**config.mk**
```make
export PLATFORM = sky130hd
export DESIGN_NAME = csi_avg_sched
export DESIGN_NICKNAME = d
export VERILOG_FILES = /design/src/rtl/csi_avg_sched.sv
export SDC_FILE = /design/constraint.sdc
export NUM_CORES = 2
export LEC_CHECK = 0
export BUFFER_PORTS_ARGS = -buffer_cell sky130_fd_sc_hd__buf_2
export CAP_MARGIN = 20
export CORE_MARGIN = 4
export CORE_UTILIZATION = 45
export DETAILED_ROUTE_END_ITERATION = 10
export GPL_ROUTABILITY_DRIVEN = 0
export SLEW_MARGIN = 20
export SYNTH_ARGS = -nofsm -noshare
export SYNTH_HDL_FRONTEND = slang
export SYNTH_SLANG_ARGS = --single-unit
```
**constraint.sdc**
```tcl
create_clock -name clk_in -period 6 [get_ports clk_in]
set_clock_uncertainty 0.05 [all_clocks]
set_input_delay 0.6 -clock clk_in [delete_from_list [all_inputs] [get_ports clk_in]]
set_output_delay 0.6 -clock clk_in [all_outputs]
set_load 0.01 [all_outputs]
```
**src/rtl/csi_avg_sched.sv**
```systemverilog
// csi_avg_sched: round-robin scheduled moving-average engine time-shared by NUM_CH sample streams.
// Optional macro CSI_AVG_SCHED_CH_MASK_EN adds a per-channel grant enable input (ch_enable_in).
module csi_avg_sched #(
    parameter int unsigned  DATA_WIDTH   = 32,
    parameter int unsigned  WINDOW_SHIFT = 4,
    parameter int unsigned  NUM_CH       = 4,
    localparam int unsigned CH_W         = $clog2(NUM_CH)
) (
    input  logic                         clk_in,
    input  logic                         rst_n_in,
    input  logic [NUM_CH*DATA_WIDTH-1:0] req_data_in,
    input  logic [NUM_CH-1:0]            req_valid_in,
    output logic [NUM_CH-1:0]            req_ready_out,
    input  logic                         clear_in,
`ifdef CSI_AVG_SCHED_CH_MASK_EN
    input  logic [NUM_CH-1:0]            ch_enable_in,
`endif
    output logic [DATA_WIDTH-1:0]        data_out,
    output logic [CH_W-1:0]              data_out_ch,
    output logic                         data_out_valid
);
    localparam int unsigned WINDOW_SIZE = 1 << WINDOW_SHIFT;
    localparam int unsigned SUM_W       = DATA_WIDTH + WINDOW_SHIFT;

    typedef enum logic [0:0] {
        ST_RUN   = 1'b0,
        ST_CLEAR = 1'b1
    } state_e;

    state_e          state_q, state_d;
    logic [CH_W-1:0] clr_cnt_q, clr_cnt_d;
    logic [CH_W-1:0] last_grant_q, last_grant_d;

    logic [DATA_WIDTH-1:0]   buf_q  [NUM_CH][WINDOW_SIZE];
    logic [WINDOW_SHIFT-1:0] addr_q [NUM_CH];
    logic                    full_q [NUM_CH];
    logic signed [SUM_W-1:0] sum_q  [NUM_CH];

    logic [DATA_WIDTH-1:0] data_q;
    logic [CH_W-1:0]       ch_q;
    logic                  valid_q;

    logic [NUM_CH-1:0]       eligible_c;
    logic                    hi_found_c, lo_found_c, grant_found_c;
    logic [CH_W-1:0]         hi_ch_c, lo_ch_c, grant_ch_c;
    logic                    accept_c, emit_c, wrap_c;
    logic [DATA_WIDTH-1:0]   sample_c, evict_c;
    logic [WINDOW_SHIFT-1:0] waddr_c;
    logic signed [SUM_W-1:0] new_sum_c;

`ifdef CSI_AVG_SCHED_CH_MASK_EN
    assign eligible_c = req_valid_in & ch_enable_in;
`else
    assign eligible_c = req_valid_in;
`endif

    // Round-robin: first eligible above last_grant, else first eligible at or below it.
    always_comb begin
        hi_found_c = 1'b0;
        lo_found_c = 1'b0;
        hi_ch_c    = '0;
        lo_ch_c    = '0;
        for (int unsigned c = 0; c < NUM_CH; c++) begin
            if (!hi_found_c && eligible_c[c] && (CH_W'(c) > last_grant_q)) begin
                hi_found_c = 1'b1;
                hi_ch_c    = CH_W'(c);
            end
            if (!lo_found_c && eligible_c[c] && (CH_W'(c) <= last_grant_q)) begin
                lo_found_c = 1'b1;
                lo_ch_c    = CH_W'(c);
            end
        end
        grant_found_c = hi_found_c || lo_found_c;
        grant_ch_c    = hi_found_c ? hi_ch_c : lo_ch_c;
        accept_c      = rst_n_in && (state_q == ST_RUN) && !clear_in && grant_found_c;
        req_ready_out = accept_c ? (NUM_CH'(1) << grant_ch_c) : '0;
    end

    // Shared adder path operating on the granted channel's context.
    always_comb begin
        waddr_c   = addr_q[grant_ch_c];
        sample_c  = req_data_in[32'(grant_ch_c) * DATA_WIDTH +: DATA_WIDTH];
        evict_c   = full_q[grant_ch_c] ? buf_q[grant_ch_c][waddr_c] : '0;
        new_sum_c = sum_q[grant_ch_c]
                  + $signed({{WINDOW_SHIFT{sample_c[DATA_WIDTH-1]}}, sample_c})
                  - $signed({{WINDOW_SHIFT{evict_c[DATA_WIDTH-1]}}, evict_c});
        wrap_c    = (waddr_c == WINDOW_SHIFT'(WINDOW_SIZE - 1));
        emit_c    = accept_c && (full_q[grant_ch_c] || wrap_c);
    end

    always_comb begin
        state_d      = state_q;
        clr_cnt_d    = clr_cnt_q;
        last_grant_d = accept_c ? grant_ch_c : last_grant_q;
        case (state_q)
            ST_RUN: begin
                if (clear_in) begin
                    state_d   = ST_CLEAR;
                    clr_cnt_d = '0;
                end
            end
            ST_CLEAR: begin
                if (clr_cnt_q == CH_W'(NUM_CH - 1)) begin
                    state_d   = ST_RUN;
                    clr_cnt_d = '0;
                end else begin
                    clr_cnt_d = clr_cnt_q + CH_W'(1);
                end
            end
            default: state_d = ST_RUN;
        endcase
    end

    always_ff @(posedge clk_in or negedge rst_n_in) begin
        if (!rst_n_in) begin
            state_q      <= ST_RUN;
            clr_cnt_q    <= '0;
            last_grant_q <= CH_W'(NUM_CH - 1);
            data_q       <= '0;
            ch_q         <= '0;
            valid_q      <= 1'b0;
        end else begin
            state_q      <= state_d;
            clr_cnt_q    <= clr_cnt_d;
            last_grant_q <= last_grant_d;
            valid_q      <= emit_c;
            if (emit_c) begin
                data_q <= DATA_WIDTH'(new_sum_c >>> WINDOW_SHIFT);
                ch_q   <= grant_ch_c;
            end
        end
    end

    // Per-channel contexts; the clear sweep leaves sample buffers untouched.
    always_ff @(posedge clk_in or negedge rst_n_in) begin
        if (!rst_n_in) begin
            for (int unsigned c = 0; c < NUM_CH; c++) begin
                addr_q[c] <= '0;
                full_q[c] <= 1'b0;
                sum_q[c]  <= '0;
                for (int unsigned w = 0; w < WINDOW_SIZE; w++) begin
                    buf_q[c][w] <= '0;
                end
            end
        end else if (state_q == ST_CLEAR) begin
            addr_q[clr_cnt_q] <= '0;
            full_q[clr_cnt_q] <= 1'b0;
            sum_q[clr_cnt_q]  <= '0;
        end else if (accept_c) begin
            buf_q[grant_ch_c][waddr_c] <= sample_c;
            addr_q[grant_ch_c]         <= waddr_c + WINDOW_SHIFT'(1);
            sum_q[grant_ch_c]          <= new_sum_c;
            if (wrap_c) begin
                full_q[grant_ch_c] <= 1'b1;
            end
        end
    end

    assign data_out       = data_q;
    assign data_out_ch    = ch_q;
    assign data_out_valid = valid_q;

endmodule

```
==> impl_metrics.env <==
export IMPL_numCtsBuffers=236
export IMPL_yosysSeqAreaShare_pct=54.1
export IMPL_final_worst_path_period_need_ps=6580
export IMPL_post_synth_num_cell_types=69
export IMPL_cp_common_cell="sky130_fd_sc_hd__buf_4"
export IMPL_grt_pass1_wl_um=561000
export IMPL_path_buf_inv=8
export IMPL_clock_fmax_mhz=152
export IMPL_total_switching_power_uw=27200
export IMPL_die_width_um=489
export IMPL_final_setup_worst_slack_ps=-585
export IMPL_setup_viol_count_final=120
export IMPL_cp_top_family="compound AO/OA/AOI/OAI gates"
export IMPL_synth_largest_type_area_fraction_pct=54.0
export IMPL_post_synthesis_cell_area_um2=104000
export IMPL_slew_viols_final=0
export IMPL_grt_ovfl_total=0
export IMPL_dpl_hpwl_um=231000
export IMPL_hold_path_class="in2async"
export IMPL_synth_enable_flop_cells=0
export IMPL_grt_antenna_before_repair=9
export IMPL_power_frac_comb_pct=48.7
export IMPL_floorplan_rows=176
export IMPL_cts_sink_count=2252
export IMPL_power_density_nw_per_um2=519
export IMPL_timing_critical_path_from_type="flip-flop"
export IMPL_grtUsageTotal_pct=30.5
export IMPL_initial_utilization_pct=45.3
export IMPL_detail_route_wl_per_cell_um=23.5
export IMPL_layout_cells_most_common="sky130_fd_sc_hd__nand2_1"
export IMPL_grt_setup_unrepaired="true"
export IMPL_failed_checks="setup timing"
export IMPL_largest_cells_by_area_after_synthesis="sky130_fd_sc_hd__dfrtp_1 54%, sky130_fd_sc_hd__nand2_1 16%, sky130_fd_sc_hd__o21ai_0 10%"
export IMPL_power_frac_clock_pct=24.6
export IMPL_cts_tree="done"
export IMPL_drtPass1Iterations=8
export IMPL_detail_route_antenna_nets=0
export IMPL_pin_count_of_the_biggest_net_entering_global_routing=182
export IMPL_worst_path_max_fanout=7
export IMPL_swShare_pct=42.0
export IMPL_timing_critical_path_to_type="flip-flop"
export IMPL_final_hold_worst_slack_ps=188
export IMPL_asyncSetResetFlopFracSynth_pct=100
export IMPL_worst_skew_pair_late_latency_ps=880
export IMPL_area_of_combinational_cells_with_multiple_inputs_um2=45400
export IMPL_cts_htree_levels=4
export IMPL_final_layout_size_suffix_gt1_share_pct=15.0
export IMPL_tightest_slew_ps=1070
export IMPL_arrival_ps=7290
export IMPL_setup_worst_path_class="reg2reg"
export IMPL_routed_via_density=5.82
export IMPL_vdd_ir_drop_worst_mv=0.587
export IMPL_final_cell_mix="4510 x sky130_fd_sc_hd__nand2_1, 2250 x sky130_fd_sc_hd__dfrtp_1, 2136 x sky130_fd_sc_hd__o21ai_0"
export IMPL_crit_path_top_delay_cell="sky130_fd_sc_hd__dfstp_2"
export IMPL_timing_max_cap_violations=0
export IMPL_stdcell_count=15826
export IMPL_floorplan_die_area_um2=239000
export IMPL_cp_required_ps=6710
export IMPL_seq_area_um2=56400
export IMPL_tcrit_tclk_final_pct=110
export IMPL_synthesized_flop_and_latch_total=2252
export IMPL_netlist_top_cell_by_area="sky130_fd_sc_hd__dfrtp_1"
export IMPL_routed_wl_um=372000
export IMPL_aggregate_negative_setup_slack_ps=-33460
export IMPL_core_region_area_um2=230000
export IMPL_synth_nets=12651
export IMPL_syn_instance_count=12436
export IMPL_cpPeakStageDelay_ps=560
export IMPL_vias_in_the_first_global_route=89400
export IMPL_cts_max_path_buffers=3
export IMPL_nNetsFinal=12801
export IMPL_power_frac_seq_pct=26.7
export IMPL_max_slew_margin_pct=28.8
export IMPL_mean_syn_cell_area_um2=8.38
export IMPL_synthFlopType="sky130_fd_sc_hd__dfrtp_1"
export IMPL_cts_reportedPaths_clkPinSlew_ps=60
export IMPL_number_of_remaining_drc_errors=0
export IMPL_num_vias=92110
export IMPL_result_of_the_run="finished, violations left"
export IMPL_dp_cells=15294
export IMPL_clock_tree_root_cell="sky130_fd_sc_hd__clkbuf_16"
export IMPL_port_buffers=173
export IMPL_ios=174
export IMPL_chipHeight_um=489
export IMPL_p_int_uw=37600
export IMPL_ys_warnings_count=0
export IMPL_total_power_uw=64700
export IMPL_leakage_uw=0.0547
export IMPL_fillerInstances=20767
export IMPL_drtIter0Drc=9014
export IMPL_area_growth_synth_to_final_pct=19.8
export IMPL_hold_viol_final=0
-- area by class of cell --
| cell class | instances | area share, % |
|---|---|---|
| flip-flops and latches | 2252 | 45.2 |
| multi-input cells | 8923 | 36.4 |
| repair buffers | 1092 | 8.30 |
| clock buffers | 345 | 5.69 |
| well taps | 3026 | 3.03 |
| clock inverters | 103 | 1.13 |
| inverters | 81 | 0.257 |
| diodes | 4 | 0.00802 |
-- synthesized netlist by cell type, types with 17 or more instances --
library cell / n
sky130_fd_sc_hd__nor2_1: 31
sky130_fd_sc_hd__nor3_1: 139
sky130_fd_sc_hd__buf_1: 66
sky130_fd_sc_hd__nand2_1: 4553
sky130_fd_sc_hd__clkbuf_1: 951
sky130_fd_sc_hd__buf_2: 152
sky130_fd_sc_hd__o21ai_1: 67
sky130_fd_sc_hd__nand3_1: 800
sky130_fd_sc_hd__inv_1: 76
sky130_fd_sc_hd__or4_1: 20
sky130_fd_sc_hd__o211ai_1: 17
sky130_fd_sc_hd__fa_1: 35
sky130_fd_sc_hd__dfrtp_1: 2250
sky130_fd_sc_hd__o21ai_0: 2159
sky130_fd_sc_hd__a31oi_1: 19
sky130_fd_sc_hd__a21o_1: 20
sky130_fd_sc_hd__a311oi_1: 515
sky130_fd_sc_hd__and3_1: 287
sky130_fd_sc_hd__a21oi_1: 41
sky130_fd_sc_hd__ha_1: 45
-- through the flow --
| step | setup slack [ps] | utilization, % | instance area, um^2 |
|---|---|---|---|
| 2_1_floorplan | 27.0 | - | 104000 |
| 3_3_place_gp | -1770 | 48.8 | 112000 |
| 3_5_place_dp | -1780 | 48.8 | 112000 |
| 4_1_cts | -678 | 53.1 | 122000 |
| 5_1_grt | -771 | 54.2 | 125000 |
| 6_report | -585 | 54.2 | 125000 |
-- final timing paths --
kind / startpoint / to / slack (ps) / depth (start not counted)
max in group asynchronous: rst_n_in / buf_q[1322] / 2820 / 5
hold reg to reg: data_out[9] / data_out[9] / 420 / 2
setup / recovery: last_grant_q[1] / data_out[31] / -580 / 25
min in group clk_in: req_data_in[40] / buf_q[872] / 260 / 6
hold / removal: rst_n_in / buf_q[998] / 190 / 2
setup reg to reg: last_grant_q[1] / data_out[31] / -580 / 25
-- layer usage --
layer | GRT usage, % | up-vias | routed length [um]
met5 | 0 | - | 0
met1 | 41.5 | 45511 | 155000
met3 | 5.06 | 742 | 28000
met4 | 14.4 | 0 | 19200
li1 | - | 42286 | -
met2 | 48.0 | 3571 | 170000
-- repair_timing --
item                                    4_1_cts  5_1_grt
cloned                                        6       16
pin swaps                                    38       74
hold buffers                                  2        0
gates resized for setup                     191      306
endpoints found under the setup margin      145      140
endpoints found under the hold margin        60        0
buffers inserted                             20       48
-- sequential cells by signal (all words and copies together) (netlist names) --
name	count
data_out_valid	1
sum_q	144
addr_q	16
data_out_ch	2
full_q	4
state_q	1
buf_q	2048
last_grant_q	2
clr_cnt_q	2
data_out	32
-- kinds of logic after synthesis --
kind of cell | Yosys count | synth area share, %
adders and majority gates | 80 | 1.21
and+or+nand+nor | 5894 | 23.3
xor gates and xnor gates | 28 | 0.235
DFF | 2252 | 54.1
AOI/OAI and AO/OA | 2900 | 16.1
muxes | 21 | 0.232
buffers and inverters | 1261 | 4.77
-- power groups by stage --
stage	Combinational (uW)	Clock, uW	Sequential, uW
4_1_cts	28800	16100	17300
3_3_place_gp	27400	0	17500
3_5_place_dp	27600	0	17600
6_report	31500	15900	17300
2_1_floorplan	13900	0	17400
5_1_grt	33500	16700	17500
(Power assumes the default switching activity.)
